**config.mk**
```make
export PLATFORM = sky130hd
export DESIGN_NAME = seq_alu
export DESIGN_NICKNAME = d
export VERILOG_FILES = /design/src/rtl/seq_alu.sv
export SDC_FILE = /design/constraint.sdc
export NUM_CORES = 1
export LEC_CHECK = 0
export CELL_PAD_IN_SITES_DETAIL_PLACEMENT = 0
export CELL_PAD_IN_SITES_GLOBAL_PLACEMENT = 2
export CORE_ASPECT_RATIO = 1.1
export CORE_MARGIN = 3
export CORE_UTILIZATION = 30
export DETAILED_ROUTE_END_ITERATION = 10
export PLACE_DENSITY = 0.76
export SYNTH_ARGS = -nofsm -noshare
export SYNTH_HDL_FRONTEND = slang
export SYNTH_SLANG_ARGS = --single-unit
```
**constraint.sdc**
```tcl
create_clock -name clk -period 3.6 [get_ports clk]
set_clock_uncertainty 0.2 [all_clocks]
set_input_delay 0.9 -clock clk [delete_from_list [all_inputs] [get_ports clk]]
set_output_delay 0.9 -clock clk [all_outputs]
set_load 0.05 [all_outputs]
```
**src/rtl/seq_alu.sv**
```systemverilog
// Multi-cycle ALU feeding the accumulator: single-cycle logic/arith ops
// plus iterative shift-add multiply and restoring divide/modulo.
module seq_alu #(
    parameter int WIDTH = 16,
    parameter int CNT_W = 5
) (
    input  logic             clk,
    input  logic             rst,
    input  logic             start,
    input  logic [3:0]       op,
    input  logic [WIDTH-1:0] a,
    input  logic [WIDTH-1:0] b,
    output logic [WIDTH-1:0] result,
    output logic             flag_z,
    output logic             flag_n,
    output logic             flag_c,
    output logic             flag_v,
    output logic             busy,
    output logic             done
);

    localparam logic [1:0] S_IDLE = 2'd0;
    localparam logic [1:0] S_MUL  = 2'd1;
    localparam logic [1:0] S_DIV  = 2'd2;
    localparam logic [1:0] S_DONE = 2'd3;

    localparam logic [3:0] OP_ADD = 4'h0;
    localparam logic [3:0] OP_SUB = 4'h1;
    localparam logic [3:0] OP_AND = 4'h2;
    localparam logic [3:0] OP_OR  = 4'h3;
    localparam logic [3:0] OP_XOR = 4'h4;
    localparam logic [3:0] OP_NOT = 4'h5;
    localparam logic [3:0] OP_SHL = 4'h6;
    localparam logic [3:0] OP_SHR = 4'h7;
    localparam logic [3:0] OP_MUL = 4'h8;
    localparam logic [3:0] OP_DIV = 4'h9;
    localparam logic [3:0] OP_MOD = 4'hA;
    localparam logic [3:0] OP_PSB = 4'hB;

    logic [1:0]       state;
    logic [3:0]       op_q;
    logic [WIDTH-1:0] a_q, b_q;
    logic [WIDTH-1:0] hi, lo;
    logic [CNT_W-1:0] cnt;

    logic [WIDTH:0]   add_w, sub_w, shl_w, shr_w;
    logic [3:0]       sh;
    logic [WIDTH-1:0] s_res;
    logic             s_c, s_v;

    always_comb begin
        add_w = {1'b0, a} + {1'b0, b};
        sub_w = {1'b0, a} - {1'b0, b};
        sh    = b[3:0];
        // Extra bit catches the last bit shifted out; zero for a shift of 0.
        shl_w = {1'b0, a} << sh;
        shr_w = {a, 1'b0} >> sh;
        s_res = a;
        s_c   = 1'b0;
        s_v   = 1'b0;
        case (op)
            OP_ADD: begin
                s_res = add_w[WIDTH-1:0];
                s_c   = add_w[WIDTH];
                s_v   = (a[WIDTH-1] == b[WIDTH-1]) &&
                        (s_res[WIDTH-1] != a[WIDTH-1]);
            end
            OP_SUB: begin
                s_res = sub_w[WIDTH-1:0];
                s_c   = sub_w[WIDTH];
                s_v   = (a[WIDTH-1] != b[WIDTH-1]) &&
                        (s_res[WIDTH-1] != a[WIDTH-1]);
            end
            OP_AND: s_res = a & b;
            OP_OR:  s_res = a | b;
            OP_XOR: s_res = a ^ b;
            OP_NOT: s_res = ~a;
            OP_SHL: begin
                s_res = shl_w[WIDTH-1:0];
                s_c   = shl_w[WIDTH];
            end
            OP_SHR: begin
                s_res = shr_w[WIDTH:1];
                s_c   = shr_w[0];
            end
            OP_PSB: s_res = b;
            default: s_res = a;
        endcase
    end

    logic [WIDTH:0]   m_sum;
    logic [WIDTH:0]   d_sh;
    logic [WIDTH+1:0] d_trial;
    logic [WIDTH-1:0] hi_n, lo_n;
    logic [WIDTH-1:0] f_res;
    logic             f_c;

    // MUL: hi:lo is the product register, lo starts as the multiplier.
    // DIV: hi is the partial remainder, lo shifts dividend out/quotient in.
    always_comb begin
        m_sum   = {1'b0, hi} + (lo[0] ? {1'b0, a_q} : '0);
        d_sh    = {hi, lo[WIDTH-1]};
        d_trial = {1'b0, d_sh} - {2'b00, b_q};
        if (state == S_MUL) begin
            {hi_n, lo_n} = {m_sum, lo[WIDTH-1:1]};
        end else if (!d_trial[WIDTH+1]) begin
            hi_n = d_trial[WIDTH-1:0];
            lo_n = {lo[WIDTH-2:0], 1'b1};
        end else begin
            hi_n = d_sh[WIDTH-1:0];
            lo_n = {lo[WIDTH-2:0], 1'b0};
        end
        f_res = lo_n;
        f_c   = 1'b0;
        if (state == S_MUL) begin
            f_c = |hi_n;
        end else begin
            f_c = (b_q == '0);
            if (op_q == OP_MOD) f_res = hi_n;
        end
    end

    logic [WIDTH-1:0] w_res;
    logic             w_c, w_v;

    always_comb begin
        w_res = (state == S_IDLE) ? s_res : f_res;
        w_c   = (state == S_IDLE) ? s_c : f_c;
        w_v   = (state == S_IDLE) ? s_v : 1'b0;
    end

    always_ff @(posedge clk or posedge rst) begin
        if (rst) begin
            state  <= S_IDLE;
            op_q   <= '0;
            a_q    <= '0;
            b_q    <= '0;
            hi     <= '0;
            lo     <= '0;
            cnt    <= '0;
            result <= '0;
            flag_z <= 1'b0;
            flag_n <= 1'b0;
            flag_c <= 1'b0;
            flag_v <= 1'b0;
            busy   <= 1'b0;
            done   <= 1'b0;
        end else begin
            done <= 1'b0;
            case (state)
                S_IDLE: begin
                    if (start) begin
                        op_q <= op;
                        a_q  <= a;
                        b_q  <= b;
                        cnt  <= '0;
                        hi   <= '0;
                        if (op == OP_MUL) begin
                            lo    <= b;
                            busy  <= 1'b1;
                            state <= S_MUL;
                        end else if (op == OP_DIV || op == OP_MOD) begin
                            lo    <= a;
                            busy  <= 1'b1;
                            state <= S_DIV;
                        end else begin
                            result <= w_res;
                            flag_z <= (w_res == '0);
                            flag_n <= w_res[WIDTH-1];
                            flag_c <= w_c;
                            flag_v <= w_v;
                            done   <= 1'b1;
                            state  <= S_DONE;
                        end
                    end
                end
                S_MUL, S_DIV: begin
                    hi  <= hi_n;
                    lo  <= lo_n;
                    cnt <= cnt + CNT_W'(1);
                    if (cnt == CNT_W'(WIDTH - 1)) begin
                        result <= w_res;
                        flag_z <= (w_res == '0);
                        flag_n <= w_res[WIDTH-1];
                        flag_c <= w_c;
                        flag_v <= w_v;
                        busy   <= 1'b0;
                        done   <= 1'b1;
                        state  <= S_DONE;
                    end
                end
                default: state <= S_IDLE;
            endcase
        end
    end

endmodule
```
==> qor.csv <==
metric;value;unit
status;complete, but fails checks;
violations;setup timing;
gp_congestion;0.9955;
start_util;30.69;%
synthTopCellsByCount;nand2_1 (169), nor2_1 (131), o21ai_0 (128);
fin_crit_sh;107.6;%
synth_fp_nets;1633;
grt_max_degree;81;
ir_worst_vdd;0.3348;mV
ys_warn_count;0;
synth_cells;1504;
route.detailed.vias_per_inst;5.524;
antenna_left;0;
synth.area.top_cells;dfrtp_1 (21%), ha_1 (9.3%), o21ai_0 (5.6%);
slew_headroom;43.16;%
cts_hold_buf;0;
layout-drive-gt1-share;41.42;%
area_delta_synth_final;57.37;%
setup_ws;-0.2744;ns
synth_top_family_by_area;compound AO/OA/AOI/OAI gates;
portBuffers;60;
async_flop_share;100.0;%
vias;13900;
synthMuxAreaShare;8.219;%
avgSynthCellArea;7.652;µm²
pin_count;61;
dp.cells;2430;
clk_latency;0.36;ns
ys.flop_type;dfrtp_1;
ys_ff_latch;96;
die_h;211.4;µm
fin_nets;2148;
synth-edff-count;0;
critPathMaxFanout;4;
min_period;3.874;ns
synthAdderAreaFrac;10.05;%
setup.worst_path.class;flop to flop;
gr-total-overflow;0;
grt_pass1_wl;86.27;mm
tightest_slew;0.8494;ns
cp-end-kind;flop;
power.leakage;8.241;nW
dieArea;40750;µm²
maxSlewViolCount;0;
wl_per_cell;23.39;µm
h-tree-depth;3;
netlist_area;11510;µm²
synth.most_common_cell;nand2_1;
cts_tree;built;
dp_hpwl;47.80;mm
yosys.area_share.simple;22.49;%
ys_seq_area_share;20.87;%
clock_sinks;96;
n_antenna_cell;0;
clock_path_buffers;2;
grt_pass1_vias;13840;
worstRegToRegCells;13;
synth_compound_area_share;28.23;%
drt_first_pass_iters;5;
antenna_found_initial;2;
wl;58.86;mm
cts_made_buffers;9;
holdPathStages;2;
grt_use_total;28.32;%
crit_required;3.60;ns
yosys.area.top_type_share;20.87;%
clkTransAtPathRegs;0.07;ns
drcViolationCount;0;
ys_types;91;
final-instance-count-excl-fill;2517;
synth_largest_area_cell;dfrtp_1;
die_x;192.7;µm
hold_class;flop to flop;
rsz0062_at_grt;yes;
setup_viol;3;
pre_cts_ws;-1.163;ns
drv_cap;0;
power;11.79;mW
synth_xor_area_share;2.359;%
setup-tns-final;-0.4631;ns
core.rowCount;74;
max_freq;258.1;MHz
core_area;37500;µm²
cp-start-kind;flop;
cellPowerDensity;651.0;nW/µm²
worstPathArrival;3.88;ns
cts-root-buf;clkbuf_16;
hold_viol_final;0;
dr.first_iter.drc_count;1050;
==> routing by layer <==
layer	GRT usage [%]	share of wire, %
met5	0	0
met4	16.18	6.5
met3	3.064	5.6
met2	47.86	48
met1	34.94	40
==> sequential cells by signal, summed over array words and instances, names as in the netlist <==
signal / cells
b_q: 16
a_q: 16
flag_v: 1
lo: 16
busy: 1
hi: 16
op_q: 4
flag_z: 1
result: 16
flag_c: 1
state: 2
cnt: 5
done: 1
==> metrics by stage <==
step | util [%] | hold slack, ns | instance area, µm²
final | 48.30 | 0.2713 | 18110
after CTS | 46.65 | 0.2774 | 17490
after detailed placement | 42.98 | 0.2624 | 16120
after floorplan | - | 0.2418 | 11700
after global placement | 42.98 | 0.2569 | 16120
after global routing | 48.30 | 0.3042 | 18110
==> final timing paths <==
kind                       slack [ns]   endpoint  startpoint
max                             -0.27     flag_c      hi[12]
min in group asynchronous        0.68  result[2]         rst
max in group asynchronous        1.74    a_q[12]         rst
min                              0.27     a_q[3]      a_q[3]
min reg2reg                      0.27     a_q[3]      a_q[3]
max reg2reg                     -0.27     flag_c      hi[12]
==> worst max-delay path, cell delays in order, from the launching register on <==
cell and delay (ns):
dfrtp_1 0.41, ha_1 0.29, and4b_2 0.28, a221oi_4 0.38
o21ai_4 0.14, nor3_4 0.31, buf_6 0.15, nor2_2 0.03
mux2_2 0.27, nand4b_1 0.28, or4_4 0.49, o311ai_4 0.25
buf_6 0.16, a31oi_1 0.07
==> report_power, final <==
part | switching [mW] | internal (mW)
sequential | 0.348 | 1.53
clock | 0.457 | 0.611
combinational | 4.80 | 4.04
total | 5.61 | 6.18
==> cells by family (layout without fill, tap and decap cells) <==
logic type,Yosys count,in the layout
buf+inv,203,722
fa+ha+maj,90,90
mux,71,71
simple gates,526,526
compound gates,487,487
xor+xnor,31,31
flops,96,96
==> cell usage in the layout (no fill, tap or decap), drive strengths merged, types with 27 or more instances in the layout <==
cell / n
nor3: 34
nand3: 33
dfrtp: 96
ha: 86
mux2i: 27
a31oi: 27
clkdlybuf4s50: 31
a21oi: 100
nand2: 169
mux2: 28
nor2: 132
buf: 571
o21ai: 131
o211ai: 27
inv: 84
==> what timing repair did <==
action,in CTS,in global routing
cloned,0,0
gates resized for setup,206,134
setup buffers,50,31
setup endpoints to repair,19,13
pin swaps,76,96
==> cell type report <==
| type | instances | area [µm²] |
|---|---|---|
| clock buffers | 9 | 225.2 |
| inverters | 86 | 359.1 |
| well taps | 494 | 618.1 |
| multi-input cells | 1205 | 9316 |
| fillers | 3750 | 19390 |
| clock inverters | 6 | 91.34 |
| repair buffers | 621 | 5099 |
| flip-flops and latches | 96 | 2402 |
Power figures use the tool's default switching activity.
